### config.mk
export PLATFORM = sky130hd
export DESIGN_NAME = branch_resolve_unit_flat
export DESIGN_NICKNAME = d
export VERILOG_FILES = /design/src/rtl/bru_pkg.sv /design/src/rtl/branch_resolve_unit_if.sv /design/src/rtl/bru_pred_fifo.sv /design/src/rtl/branch_resolve_unit.sv /design/src/flat_wrapper.sv
export SDC_FILE = /design/constraint.sdc
export NUM_CORES = 1
export LEC_CHECK = 0
export CORE_UTILIZATION = 50
export CTS_BUF_LIST = sky130_fd_sc_hd__clkbuf_8
export DETAILED_ROUTE_END_ITERATION = 10
export PLACE_DENSITY = 0.73
export RECOVER_POWER = 50
export SYNTH_ARGS = -nofsm -noshare
export SYNTH_HDL_FRONTEND = slang
export SYNTH_SLANG_ARGS = --single-unit
### constraint.sdc
create_clock -name clk -period 10.3 [get_ports clk]
set_input_delay 1.03 -clock clk [delete_from_list [all_inputs] [get_ports clk]]
set_output_delay 1.03 -clock clk [all_outputs]
set_load 0.1 [all_outputs]
### src/rtl/bru_pkg.sv
// rtl/bru_pkg.sv - shared types and constants for the branch resolve unit
package bru_pkg;

  localparam int ADDR_W      = 32;
  localparam int INSTR_BYTES = 4;

  typedef struct packed {
    logic [ADDR_W-1:0] pc;
    logic              hit;
    logic [ADDR_W-1:0] target;
  } pred_entry_t;

endpackage

### src/rtl/branch_resolve_unit_if.sv
// rtl/branch_resolve_unit_if.sv - fetch/execute/BTB handshake bundle of the branch resolve unit
interface branch_resolve_unit_if #(
  parameter int ADDR_W = bru_pkg::ADDR_W
);

  logic              pred_valid;
  logic              pred_ready;
  logic [ADDR_W-1:0] pred_pc;
  logic              pred_hit;
  logic [ADDR_W-1:0] pred_target;

  logic              res_valid;
  logic              res_ready;
  logic              res_taken;
  logic [ADDR_W-1:0] res_target;

  logic              upd_valid;
  logic [ADDR_W-1:0] upd_pc;
  logic [ADDR_W-1:0] upd_target;
  logic              upd_set;

  logic              redirect_valid;
  logic [ADDR_W-1:0] redirect_pc;
  logic              err_underflow;

  modport master (
    output pred_valid, pred_pc, pred_hit, pred_target,
    output res_valid, res_taken, res_target,
    input  pred_ready, res_ready,
    input  upd_valid, upd_pc, upd_target, upd_set,
    input  redirect_valid, redirect_pc, err_underflow
  );

  modport slave (
    input  pred_valid, pred_pc, pred_hit, pred_target,
    input  res_valid, res_taken, res_target,
    output pred_ready, res_ready,
    output upd_valid, upd_pc, upd_target, upd_set,
    output redirect_valid, redirect_pc, err_underflow
  );

endinterface

### src/rtl/bru_pred_fifo.sv
// rtl/bru_pred_fifo.sv - in-order queue of fetch-time predictions awaiting resolution
module bru_pred_fifo
  import bru_pkg::*;
#(
  parameter int DEPTH = 8
) (
  input  logic        clk,
  input  logic        reset,
  input  logic        push_i,
  input  pred_entry_t push_data_i,
  input  logic        pop_i,
  input  logic        flush_i,
  output logic        full_o,
  output logic        empty_o,
  output pred_entry_t head_o
);

  localparam int PTR_W = $clog2(DEPTH);

  logic [PTR_W-1:0] wr_ptr_q, rd_ptr_q;
  logic [PTR_W:0]   count_q;
  pred_entry_t      mem_q [DEPTH];

  logic do_push, do_pop;

  assign full_o  = (count_q == (PTR_W+1)'(DEPTH));
  assign empty_o = (count_q == '0);
  assign head_o  = mem_q[rd_ptr_q];

  // full/empty are registered, so a pop in the same cycle never frees room for a push
  assign do_push = push_i && !full_o && !flush_i;
  assign do_pop  = pop_i && !empty_o;

  always_ff @(posedge clk or posedge reset) begin
    if (reset) begin
      wr_ptr_q <= '0;
      rd_ptr_q <= '0;
      count_q  <= '0;
    end else if (flush_i) begin
      wr_ptr_q <= '0;
      rd_ptr_q <= '0;
      count_q  <= '0;
    end else begin
      if (do_push) wr_ptr_q <= wr_ptr_q + 1'b1;
      if (do_pop)  rd_ptr_q <= rd_ptr_q + 1'b1;
      case ({do_push, do_pop})
        2'b10:   count_q <= count_q + 1'b1;
        2'b01:   count_q <= count_q - 1'b1;
        default: count_q <= count_q;
      endcase
    end
  end

  always_ff @(posedge clk) begin
    if (do_push) mem_q[wr_ptr_q] <= push_data_i;
  end

endmodule

### src/rtl/branch_resolve_unit.sv
// rtl/branch_resolve_unit.sv - resolves queued predictions, drives BTB updates and redirects
// Optional BRU_STATS_EN adds resolution/mispredict counters.
module branch_resolve_unit
  import bru_pkg::*;
#(
  parameter int DEPTH  = 8,
  parameter int ADDR_W = bru_pkg::ADDR_W
) (
  input  logic                 clk,
  input  logic                 reset,
  branch_resolve_unit_if.slave bus
`ifdef BRU_STATS_EN
  ,
  output logic [31:0]          stat_resolved_o,
  output logic [31:0]          stat_mispredict_o
`endif
);

  pred_entry_t push_entry, head;
  logic        fifo_full, fifo_empty;
  logic        accept, mispredict, tgt_differs, upd_needed;

  logic              upd_valid_q, upd_set_q, redirect_valid_q, err_underflow_q;
  logic [ADDR_W-1:0] upd_pc_q, upd_target_q, redirect_pc_q;

  assign push_entry.pc     = bus.pred_pc;
  assign push_entry.hit    = bus.pred_hit;
  assign push_entry.target = bus.pred_target;

  assign accept      = bus.res_valid && !fifo_empty;
  assign tgt_differs = (head.target != bus.res_target);
  assign mispredict  = (head.hit != bus.res_taken) || (head.hit && bus.res_taken && tgt_differs);
  // Not-taken and not in the BTB leaves the BTB alone; a correct taken hit needs no rewrite
  assign upd_needed  = bus.res_taken ? (!head.hit || tgt_differs) : head.hit;

  bru_pred_fifo #(.DEPTH(DEPTH)) u_fifo (
    .clk         (clk),
    .reset       (reset),
    .push_i      (bus.pred_valid),
    .push_data_i (push_entry),
    .pop_i       (bus.res_valid),
    .flush_i     (accept && mispredict),
    .full_o      (fifo_full),
    .empty_o     (fifo_empty),
    .head_o      (head)
  );

  always_ff @(posedge clk or posedge reset) begin
    if (reset) begin
      upd_valid_q      <= 1'b0;
      upd_set_q        <= 1'b0;
      upd_pc_q         <= '0;
      upd_target_q     <= '0;
      redirect_valid_q <= 1'b0;
      redirect_pc_q    <= '0;
      err_underflow_q  <= 1'b0;
    end else begin
      upd_valid_q      <= accept && upd_needed;
      redirect_valid_q <= accept && mispredict;
      if (bus.res_valid && fifo_empty) err_underflow_q <= 1'b1;
      if (accept) begin
        upd_pc_q      <= head.pc;
        upd_set_q     <= bus.res_taken;
        upd_target_q  <= bus.res_taken ? bus.res_target : head.target;
        redirect_pc_q <= bus.res_taken ? bus.res_target : head.pc + ADDR_W'(INSTR_BYTES);
      end
    end
  end

`ifdef BRU_STATS_EN
  logic [31:0] stat_resolved_q, stat_mispredict_q;

  always_ff @(posedge clk or posedge reset) begin
    if (reset) begin
      stat_resolved_q   <= '0;
      stat_mispredict_q <= '0;
    end else if (accept) begin
      stat_resolved_q <= stat_resolved_q + 32'd1;
      if (mispredict) stat_mispredict_q <= stat_mispredict_q + 32'd1;
    end
  end

  assign stat_resolved_o   = stat_resolved_q;
  assign stat_mispredict_o = stat_mispredict_q;
`endif

  assign bus.pred_ready     = !fifo_full;
  assign bus.res_ready      = !fifo_empty;
  assign bus.upd_valid      = upd_valid_q;
  assign bus.upd_set        = upd_set_q;
  assign bus.upd_pc         = upd_pc_q;
  assign bus.upd_target     = upd_target_q;
  assign bus.redirect_valid = redirect_valid_q;
  assign bus.redirect_pc    = redirect_pc_q;
  assign bus.err_underflow  = err_underflow_q;

endmodule

### src/flat_wrapper.sv
// flat-port wrapper written by rule: the top's interface ports become plain ports
module branch_resolve_unit_flat import bru_pkg::*;
#(
  parameter int DEPTH  = 8,
  parameter int ADDR_W = bru_pkg::ADDR_W
)
  (clk, reset, bus_pred_valid, bus_pred_pc, bus_pred_hit, bus_pred_target, bus_res_valid, bus_res_taken, bus_res_target, bus_pred_ready, bus_res_ready, bus_upd_valid, bus_upd_pc, bus_upd_target, bus_upd_set, bus_redirect_valid, bus_redirect_pc, bus_err_underflow);
  branch_resolve_unit_if #(.ADDR_W(ADDR_W)) bus_i ();
  input  logic clk;
  input  logic reset;
  input wire logic [$bits(bus_i.pred_valid)-1:0] bus_pred_valid;
  input wire logic [$bits(bus_i.pred_pc)-1:0] bus_pred_pc;
  input wire logic [$bits(bus_i.pred_hit)-1:0] bus_pred_hit;
  input wire logic [$bits(bus_i.pred_target)-1:0] bus_pred_target;
  input wire logic [$bits(bus_i.res_valid)-1:0] bus_res_valid;
  input wire logic [$bits(bus_i.res_taken)-1:0] bus_res_taken;
  input wire logic [$bits(bus_i.res_target)-1:0] bus_res_target;
  output wire logic [$bits(bus_i.pred_ready)-1:0] bus_pred_ready;
  output wire logic [$bits(bus_i.res_ready)-1:0] bus_res_ready;
  output wire logic [$bits(bus_i.upd_valid)-1:0] bus_upd_valid;
  output wire logic [$bits(bus_i.upd_pc)-1:0] bus_upd_pc;
  output wire logic [$bits(bus_i.upd_target)-1:0] bus_upd_target;
  output wire logic [$bits(bus_i.upd_set)-1:0] bus_upd_set;
  output wire logic [$bits(bus_i.redirect_valid)-1:0] bus_redirect_valid;
  output wire logic [$bits(bus_i.redirect_pc)-1:0] bus_redirect_pc;
  output wire logic [$bits(bus_i.err_underflow)-1:0] bus_err_underflow;
  assign bus_i.pred_valid = bus_pred_valid;
  assign bus_i.pred_pc = bus_pred_pc;
  assign bus_i.pred_hit = bus_pred_hit;
  assign bus_i.pred_target = bus_pred_target;
  assign bus_i.res_valid = bus_res_valid;
  assign bus_i.res_taken = bus_res_taken;
  assign bus_i.res_target = bus_res_target;
  assign bus_pred_ready = bus_i.pred_ready;
  assign bus_res_ready = bus_i.res_ready;
  assign bus_upd_valid = bus_i.upd_valid;
  assign bus_upd_pc = bus_i.upd_pc;
  assign bus_upd_target = bus_i.upd_target;
  assign bus_upd_set = bus_i.upd_set;
  assign bus_redirect_valid = bus_i.redirect_valid;
  assign bus_redirect_pc = bus_i.redirect_pc;
  assign bus_err_underflow = bus_i.err_underflow;
  branch_resolve_unit #(.DEPTH(DEPTH), .ADDR_W(ADDR_W)) u_core (.clk(clk), .reset(reset), .bus(bus_i));
endmodule
; ---- Yosys cells after proc, flatten, opt, wreduce, memory -nomap -nowiden
; Memory sizes are Yosys's and may differ from the RTL's.
; Index checks and enable logic that the tools add are counted.
[word_totals]
regBits = 110
ramBits = 520
inputBits = 102
out_inout_bits = 102
elab_cells = 50
memories = 1
[mem_list]
columns = memory, words, word_bits, read_ports, rd_clocked_by_memory_dff, write_ports, line
row1 = u_core.u_fifo.mem_q, 8, 65, 1, 0, 1, bru_pred_fifo.sv:22  ; pred_entry_t mem_q [DEPTH];
[classes]
n_addsub = 5
eq_ne = 5
mux = 11
reduce_logical = 18
[ops]
columns = op, count
row1 = $mux W32, 2
row2 = $add A32 B3 Y32 const B, 1
row3 = $ne A32 B32 Y1, 1
row4 = $mux W3, 4
row5 = $logic_and A1 B1 Y1, 8
row6 = $pmux W4 S2, 1
row7 = $add A3 B1 Y3 const B, 2
row8 = $add A4 B1 Y4 const B, 1
row9 = $eq A4 B4 Y1 const B, 1
row10 = $logic_not A1 Y1, 4
row11 = $logic_not A4 Y1, 1
row12 = $mux W4, 1
row13 = $reduce_bool A2 Y1, 2
row14 = $sub A4 B1 Y4 const B, 1
row15 = $mux W1, 3
row16 = $reduce_bool A3 Y1, 1
row17 = $eq A2 B1 Y1 const B, 1
row18 = $eq A2 B2 Y1 const B, 1
row19 = $logic_or A1 B1 Y1, 2
row20 = $ne A1 B1 Y1, 1

; ---- Longest topological paths before layout
; Gate-level depths: netlist of run 1.
; An unclocked memory read counts as a cell.
[depth]
ltp_word = 10
depth_mapped = 21
depth_no_buf = 15

; ---- Modules after synthesis
; Synthesis of run 1 repeated with hierarchy kept, for this count alone.
[hier_totals]
cells_unflattened = 1398
area_unflattened_um2 = 25368.1
[by_module_without_submodules]
columns = mod, n_inst, cells_each, area_each_um2, seq_area_each_um2
row1 = bru_pred_fifo, 1, 831, 20195.6, 15865.2
row2 = branch_resolve_unit, 1, 567, 5172.5, 2502.4

; ---- Least setup slack after synthesis of run 1
; OpenSTA, ideal clock, no wires.
[synth_path]
kind = reg2reg
from = register u_core.u_fifo.rd_ptr_q[0]
to = memory u_core.u_fifo.mem_q[3][0] (netlist bit) (enable)
setup_ps = 672
t_arrival_ps = 10445
t_required_ps = 9628
setup_slack_ps = -817
stages_incl_launch_ff = 16
n_path_buf = 8
period_less_slack_ps = 11117
path_cell_list = dfrtp_1 buf_6 buf_12 buf_8 buf_8 buf_4 buf_4 buf_2 buf_2 mux4_2 mux2_2 ha_1 or2_1 o22ai_4 nor2_2 nor4b_1
[synth_between]
elab_chain_len = 9
word_cells_on_any_way = 11
cone_classes = eq/ne (2) / mux (2) / reduce/logical (6) / memory (1)
[synth_lines]
columns = element, line
row1 = "start, declared", bru_pred_fifo.sv:20  ; logic [PTR_W-1:0] wr_ptr_q, rd_ptr_q;
row2 = "start signal, assigned", bru_pred_fifo.sv:45  ; if (do_pop) rd_ptr_q <= rd_ptr_q + 1'b1;
row3 = $mem_v2 Z8 W65 *, -
row4 = $ne A32 B32 Y1 / $logic_and A1 B1 Y1 (equally long branches), "branch_resolve_unit.sv:31, branch_resolve_unit.sv:32"
row5 = $logic_and A1 B1 Y1, branch_resolve_unit.sv:32  ; assign mispredict = (head.hit != bus.res_taken) || (head.hit && bus.res_taken && tgt_differs);
row6 = $logic_or A1 B1 Y1 *, branch_resolve_unit.sv:32
row7 = $logic_and A1 B1 Y1 *, branch_resolve_unit.sv:42  ; .flush_i (accept && mispredict),
row8 = $logic_not A1 Y1 *, bru_pred_fifo.sv:31  ; assign do_push = push_i && !full_o && !flush_i;
row9 = $logic_and A1 B1 Y1 *, bru_pred_fifo.sv:31
row10 = $mux W1 *, bru_pred_fifo.sv:55  ; if (do_push) mem_q[wr_ptr_q] <= push_data_i;
row11 = $mux W1 (not written as such) *, bru_pred_fifo.sv:55
row12 = "end, declared", bru_pred_fifo.sv:22
; Every way passes the cells marked *; elsewhere a longest branch is shown, timed or not.

; ---- Final worst setup path of run 1
[layout_path]
from = register u_core.u_fifo.rd_ptr_q[0]
to = memory u_core.u_fifo.mem_q[6][12] (netlist bit) (enable)
; Same word-level chain as after synthesis.

==> results of run 1 <==
-- cells in the mapped netlist (5+ instances only) --
| cell type | number |
|---|---|
| buf_4 | 13 |
| xnor2_1 | 19 |
| a22oi_1 | 16 |
| a31oi_1 | 7 |
| edfxtp_1 | 520 |
| mux2_2 | 16 |
| xor2_1 | 42 |
| buf_2 | 14 |
| o21ai_0 | 87 |
| nor3_1 | 8 |
| and3_1 | 5 |
| nor4_1 | 8 |
| mux4_2 | 111 |
| a21oi_1 | 45 |
| ha_1 | 6 |
| inv_1 | 7 |
| dfrtp_1 | 110 |
| o21a_1 | 5 |
| nor2_1 | 54 |
| buf_6 | 7 |
| mux2i_1 | 87 |
| nand3_1 | 13 |
| nand2b_1 | 9 |
| o22ai_1 | 10 |
| nor2b_1 | 7 |
| clkbuf_1 | 32 |
| buf_1 | 11 |
| nand3b_1 | 6 |
| nand2_1 | 127 |
-- power by group --
group / internal (mW) / switching, mW
Clock: 1.16 / 0.971
Combinational: 1.08 / 2.63
Sequential: 3.20 / 0.257
Total: 5.44 / 3.86
-- state kept, by name (all words and copies together), names as in the netlist --
| signal | cells |
|---|---|
| u_core.bus.err_underflow | 1 |
| u_core.bus.redirect_pc | 32 |
| u_core.bus.redirect_valid | 1 |
| u_core.bus.upd_pc | 32 |
| u_core.bus.upd_set | 1 |
| u_core.bus.upd_target | 32 |
| u_core.bus.upd_valid | 1 |
| u_core.u_fifo.count_q | 4 |
| u_core.u_fifo.mem_q | 520 |
| u_core.u_fifo.rd_ptr_q | 3 |
| u_core.u_fifo.wr_ptr_q | 3 |
-- cells by family (layout without fill, tap and decap cells) --
group	count (synthesis)	count (layout)
flops	630	630
simple gates	264	264
other cells	0	7
compound gates	191	191
xor+xnor	61	61
buf+inv	89	421
mux	215	215
fa+ha+maj	6	6
-- final timing paths --
kind,from,to,slack [ns],depth (start not counted)
hold reg to reg,u_core.bus.upd_target[21],u_core.bus.upd_target[21],0.47,2
setup reg to reg,u_core.u_fifo.rd_ptr_q[0],u_core.u_fifo.mem_q[6][12],3.34,10
min in group asynchronous,reset,u_core.bus.upd_pc[1],1.50,2
hold / removal,u_core.bus.upd_target[21],u_core.bus.upd_target[21],0.47,2
setup / recovery,u_core.u_fifo.rd_ptr_q[0],u_core.u_fifo.mem_q[6][12],3.34,10
max in group asynchronous,reset,u_core.bus.upd_pc[17],4.53,3
-- worst register-to-register path, cell delays in order, from the launching register on --
cell     delay, ns
dfrtp_1       1.62
buf_12        0.60
mux4_2        0.63
mux2_1        0.36
xor2_1        0.17
nor4_1        0.49
nand4_1       0.29
o22ai_4       0.33
nor2_2        0.24
nor4_4        0.90
buf_4         0.87
-- area by class of cell --
| class | instances | area (um^2) |
|---|---|---|
| clock inverters | 75 | 490 |
| fillers | 3711 | 20000 |
| inverters | 9 | 35.0 |
| repair buffers | 224 | 2190 |
| flip-flops and latches | 630 | 18400 |
| well taps | 672 | 841 |
| clock buffers | 113 | 1560 |
| multi-input cells | 737 | 6590 |
| diodes | 7 | 17.5 |
-- per-layer routing --
layer / global-route usage / vias up / share of wire
met4: 0.0914 / 6 / 0.026
met5: 0 / - / 0.00065
met2: 0.385 / 643 / 0.48
met3: 0.0521 / 114 / 0.086
met1: 0.340 / 7352 / 0.41
li1: - / 6199 / -
-- stage by stage --
step / utilization / total power, mW / worst slack [ns] / hold WS (ns)
3_5_place_dp: 0.560 / 7.22 / 3.89 / 0.458
2_1_floorplan: - / 6.24 / -0.817 / 0.539
4_1_cts: 0.601 / 9.35 / 3.86 / 0.471
6_report: 0.601 / 9.30 / 3.34 / 0.468
3_3_place_gp: 0.560 / 7.16 / 4.00 / 0.455
5_1_grt: 0.601 / 9.68 / 2.80 / 0.501
==> results.sh, run 1 <==
export IMPL_initial_antenna_violation_count=16
export IMPL_setup_worst_path_class="flip-flop to flip-flop"
export IMPL_synth_area_top_cells="edfxtp_1 (62%), dfrtp_1 (11%), mux4_2 (9.9%), mux2i_1 (3.4%), nand2_1 (1.9%)"
export IMPL_flip_flop_cell_with_the_highest_count_after_synthesis="edfxtp_1"
export IMPL_grt_start_max_net_pins=91
export IMPL_critical_path_required_ns=10.58
export IMPL_worstHoldPathType="flip-flop to flip-flop"
export IMPL_post_cts_resized_instances=0
export IMPL_buffer_ports_inserted=203
export IMPL_clock_tree_from_tritoncts="yes"
export IMPL_post_synth_num_cell_types=60
export IMPL_slew_headroom=-1.40
export IMPL_pwr_density_cell_nw_per_um2=309
export IMPL_synth_compound_gate_area_share=0.0434
export IMPL_critical_path_max_stage_delay_ns=1.62
export IMPL_grt_remaining_overflow=0
export IMPL_drt_wl_total_um=61600
export IMPL_cp_num_buf_inv=2
export IMPL_achievable_clock_frequency_ghz=0.144
export IMPL_max_slew_worst_pin_slew_ns=3.60
export IMPL_firstDrtPassIters=6
export IMPL_synth_seq_cells=630
export IMPL_synth_yosys_seq_area_share=0.724
export IMPL_timing_critical_path_from_type="flip-flop"
export IMPL_clock_sink_count=630
export IMPL_muxShareOfSynthArea=0.141
export IMPL_grt_setup_unrepaired="false"
export IMPL_synth_nets=1564
export IMPL_postSynth_asyncResetShare=0.175
export IMPL_status="finished with violations"
export IMPL_maxCapViolCount=5
export IMPL_synth_adder_area_share=0.00296
export IMPL_globalplace_congestion=0.830
export IMPL_place_area_um2=28100
export IMPL_core_region_area_um2=50100
export IMPL_synthSimpleGateAreaFrac=0.0486
export IMPL_worst_clock_skew_ns=0.0308
export IMPL_ctsLongestPathBuffers=3
export IMPL_post_synth_xor_area_fraction=0.0211
export IMPL_chipHeight_um=227
export IMPL_crit_fanout=80
export IMPL_routed_wire_length_per_instance_um=25.0
export IMPL_placedCellCount=2272
export IMPL_vias_per_instance=5.80
export IMPL_detail_route_drc_violations=0
export IMPL_finalHoldViolCount=0
export IMPL_synth_cell_area_um2=25400
export IMPL_syn2layout_area_growth_pct=18.6
export IMPL_final_setup_tns_ns=0
export IMPL_nNetsFinal=1809
export IMPL_average_cell_area_after_synthesis_um2=17.4
export IMPL_layout_cells_most_common_list="edfxtp_1 (520), clkdlybuf4s50_1 (134), nand2_1 (127)"
export IMPL_max_vdd_ir_drop_uv=266
export IMPL_timing_critical_path_slowest_stage_cell="dfrtp_1"
export IMPL_post_cts_repair_setup_buffers=0
export IMPL_htreeDepth=3
export IMPL_ratio_of_final_minimum_period_to_clock_period=0.675
export IMPL_total_number_of_vias=14300
export IMPL_critical_path_arrival_ns=7.24
export IMPL_report_final_setup_viol=0
export IMPL_slew_violations=310
export IMPL_layout_commonest_cell="edfxtp_1"
export IMPL_design_area_um2=30100
export IMPL_die_width_um=227
export IMPL_cts_buffers_inserted=99
export IMPL_instances_no_fill=2467
export IMPL_clock_root_buffer="clkbuf_8"
export IMPL_clock_insertion_delay_worst_skew_ns=0.69
export IMPL_die_area_um2=51700
export IMPL_first_global_vias=14300
export IMPL_yosys_synthesis_warning_count=0
export IMPL_initialDrtViolationCount=1375
export IMPL_drive_above_1_share=0.176
export IMPL_path_delay_family="simple AND/OR/NAND/NOR gates"
export IMPL_dpl_hpwl_um=38100
export IMPL_crit_path_end_kind="flip-flop"
export IMPL_yosys_area_top_type="edfxtp_1"
export IMPL_io_pin_count=204
export IMPL_num_rows=82
export IMPL_synth_enable_flop_cells=520
export IMPL_cp_cell_sequence="buf_12 > mux4_2 > mux2_1 > xor2_1 > nor4_1 > nand4_1 > o22ai_4 > nor2_2 > nor4_4 > buf_4"
export IMPL_post_synth_top_area_fraction=0.615
export IMPL_grtUsageTotal=0.245
export IMPL_clkTransAtPathRegs_ns=0.07
export IMPL_grt_first_pass_wirelength_um=90900
export IMPL_dominant_combinational_cell_family_by_area_after_synthesis="multiplexers"
export IMPL_effective_utilization_at_floorplan=0.507
export IMPL_violations_in_the_final_reports="max-capacitance violations, max-slew violations"
export IMPL_cts_hold_fix_buffers=0
export IMPL_static_leakage_power_nw=10.2
export IMPL_antenna_left=0
export IMPL_post_synth_inst_count=1456
export IMPL_finalCriticalPeriod_ns=6.96
Note: power is estimated with default switching activity, not from simulation.
==> run 2: changes to the inputs <==
- PLACE_DENSITY: 0.73 -> 0.7
- clock period: 10.3 -> 6.4 ns (I/O delays scaled with it)
==> run 2 against run 1 <==
The run still ends with max-capacitance violations, max-slew violations left. Worst setup slack lost 2.4 ns. Critical path type unchanged. Largest cell class unchanged. Total power rose by 61%. Non-clock buffer count grew 8. Sequential power is 62% higher. Flip-flop and latch count unchanged. Hold slack improved by 0.0063 ns. Design area is 0.50% higher. Cell count about the same.
==> results.sh, run 2 (synthesis gave the netlist of run 1 again) <==
export IMPL_status="finished with violations"
export IMPL_violations_in_the_final_reports="max-capacitance violations, max-slew violations"
export IMPL_critical_path_arrival_ns=5.80
export IMPL_achievable_clock_frequency_ghz=0.183
export IMPL_ratio_of_final_minimum_period_to_clock_period=0.854
export IMPL_place_area_um2=28300
export IMPL_drt_wl_total_um=61800
export IMPL_finalCriticalPeriod_ns=5.47
export IMPL_grt_start_max_net_pins=94
export IMPL_effective_utilization_at_floorplan=0.507
export IMPL_slew_violations=157
export IMPL_htreeDepth=3
export IMPL_critical_path_required_ns=6.73
export IMPL_detail_route_drc_violations=0
export IMPL_finalCoreUtilization=0.604
export IMPL_fin_ws_ns=0.933
export IMPL_preCtsSetupSlack_ns=1.06
export IMPL_routed_wire_length_per_instance_um=25.0
export IMPL_antenna_left=0
export IMPL_io_pin_count=204
export IMPL_rrSetupSlack_ns=0.93
export IMPL_cts_hold_fix_buffers=0
export IMPL_layout_commonest_cell="edfxtp_1"
export IMPL_final_setup_tns_ns=0
export IMPL_static_leakage_power_nw=10.3
export IMPL_worstHoldPathType="flip-flop to flip-flop"
export IMPL_crit_path_end_kind="flip-flop"
export IMPL_layout_cells_most_common_list="edfxtp_1 (520), nand2_1 (127), clkdlybuf4s50_1 (119)"
export IMPL_clock_root_buffer="clkbuf_8"
export IMPL_pwr_density_cell_nw_per_um2=494
export IMPL_grt_setup_unrepaired="false"
export IMPL_post_cts_resized_instances=0
export IMPL_clock_tree_from_tritoncts="yes"
export IMPL_grt_first_pass_wirelength_um=91500
export IMPL_max_vdd_ir_drop_uv=498
export IMPL_initial_antenna_violation_count=12
export IMPL_worst_clock_skew_ns=0.0411
export IMPL_hold_ws_ns=0.474
export IMPL_chipHeight_um=227
export IMPL_finalHoldViolCount=0
export IMPL_grt_remaining_overflow=0
export IMPL_placedCellCount=2280
export IMPL_buffer_ports_inserted=203
export IMPL_worstSetupStartpoint="u_core.u_fifo.rd_ptr_q[1]"
export IMPL_cts_buffers_inserted=100
export IMPL_grtUsageTotal=0.246
export IMPL_num_rows=82
export IMPL_total_number_of_vias=14100
export IMPL_syn2layout_area_growth_pct=19.2
export IMPL_instances_no_fill=2469
export IMPL_first_global_vias=14300
export IMPL_r2r_start="u_core.u_fifo.rd_ptr_q[1]"
export IMPL_slew_headroom=-0.941
export IMPL_clock_sink_count=630
export IMPL_design_area_um2=30200
export IMPL_hold_path_startpoint="u_core.bus.redirect_pc[3]"
export IMPL_max_slew_worst_pin_slew_ns=2.90
export IMPL_globalplace_congestion=0.836
export IMPL_dpl_hpwl_um=38700
export IMPL_initialDrtViolationCount=1357
export IMPL_ctsLongestPathBuffers=3
export IMPL_core_region_area_um2=50100
export IMPL_die_width_um=227
export IMPL_drive_above_1_share=0.177
export IMPL_clock_insertion_delay_worst_skew_ns=0.69
export IMPL_largest_register_ff_count=520
export IMPL_design_power_total_mw=14.9
export IMPL_clkTransAtPathRegs_ns=0.06
export IMPL_nNetsFinal=1818
export IMPL_setup_worst_path_class="flip-flop to flip-flop"
export IMPL_report_final_setup_viol=0
export IMPL_firstDrtPassIters=5
export IMPL_maxCapViolCount=2
export IMPL_vias_per_instance=5.72
export IMPL_registers_top_by_ff_count="u_core.u_fifo.mem_q"
export IMPL_die_area_um2=51700
export IMPL_crit_fanout=53
export IMPL_timing_critical_path_from_type="flip-flop"
export IMPL_post_cts_repair_setup_buffers=0
run 2: changes by cell type in the layout (fill, tap and decap cells not counted), sizes merged:
| cell | change |
|---|---|
| clkdlybuf4s50 | -15 |
| dlygate4sd3 | +15 |
| clkinv | -11 |
| buf | +10 |
| inv | +8 |
| bufinv | -3 |
| diode | -2 |
| clkbuf | +1 |
| clkinvlp | -1 |
run 2: cell type report:
cell class,instances,area (um^2)
diodes,5,12.5
clock buffers,116,1600
clock inverters,68,392
fillers,3726,19800
inverters,9,35.0
multi-input cells,737,6610
flip-flops and latches,630,18400
well taps,672,841
repair buffers,232,2380
run 2: worst paths after layout:
| check | to | cells after the start |
|---|---|---|
| worst min-delay path | u_core.bus.redirect_pc[3] | 2 |
| worst max register to register | u_core.u_fifo.mem_q[5][53] | 11 |
| worst max-delay path | u_core.u_fifo.mem_q[5][53] | 11 |
| max in group asynchronous | u_core.u_fifo.rd_ptr_q[0] | 3 |
| min in group asynchronous | u_core.bus.upd_target[9] | 2 |
| worst min register to register | u_core.bus.redirect_pc[3] | 2 |
run 2: per-layer routing:
layer / track usage / wire, um / up-vias
met2: 0.383 / 29200 / 622
met5: 0 / 0 / -
li1: - / - / 6209
met4: 0.0816 / 1440 / 0
met1: 0.354 / 26000 / 7181
met3: 0.0448 / 5080 / 106
run 2: worst max-delay path, cell delays in order, from the launching register on:
cell and delay, ns:
dfrtp_4 1.03, buf_4 0.40, mux4_2 0.35, mux2i_1 0.28, xor2_1 0.19, nand4_1 0.15
nor4_1 0.46, nand4_1 0.29, o22ai_4 0.32, nor2_2 0.25, nor4b_4 0.93, buf_12 0.34
run 2: where the power goes:
part | internal (mW) | leakage, nW | switching [mW]
Combinational | 1.76 | 3.07 | 4.22
Sequential | 5.14 | 6.05 | 0.473
Clock | 1.78 | 1.14 | 1.57
Total | 8.68 | 10.3 | 6.26
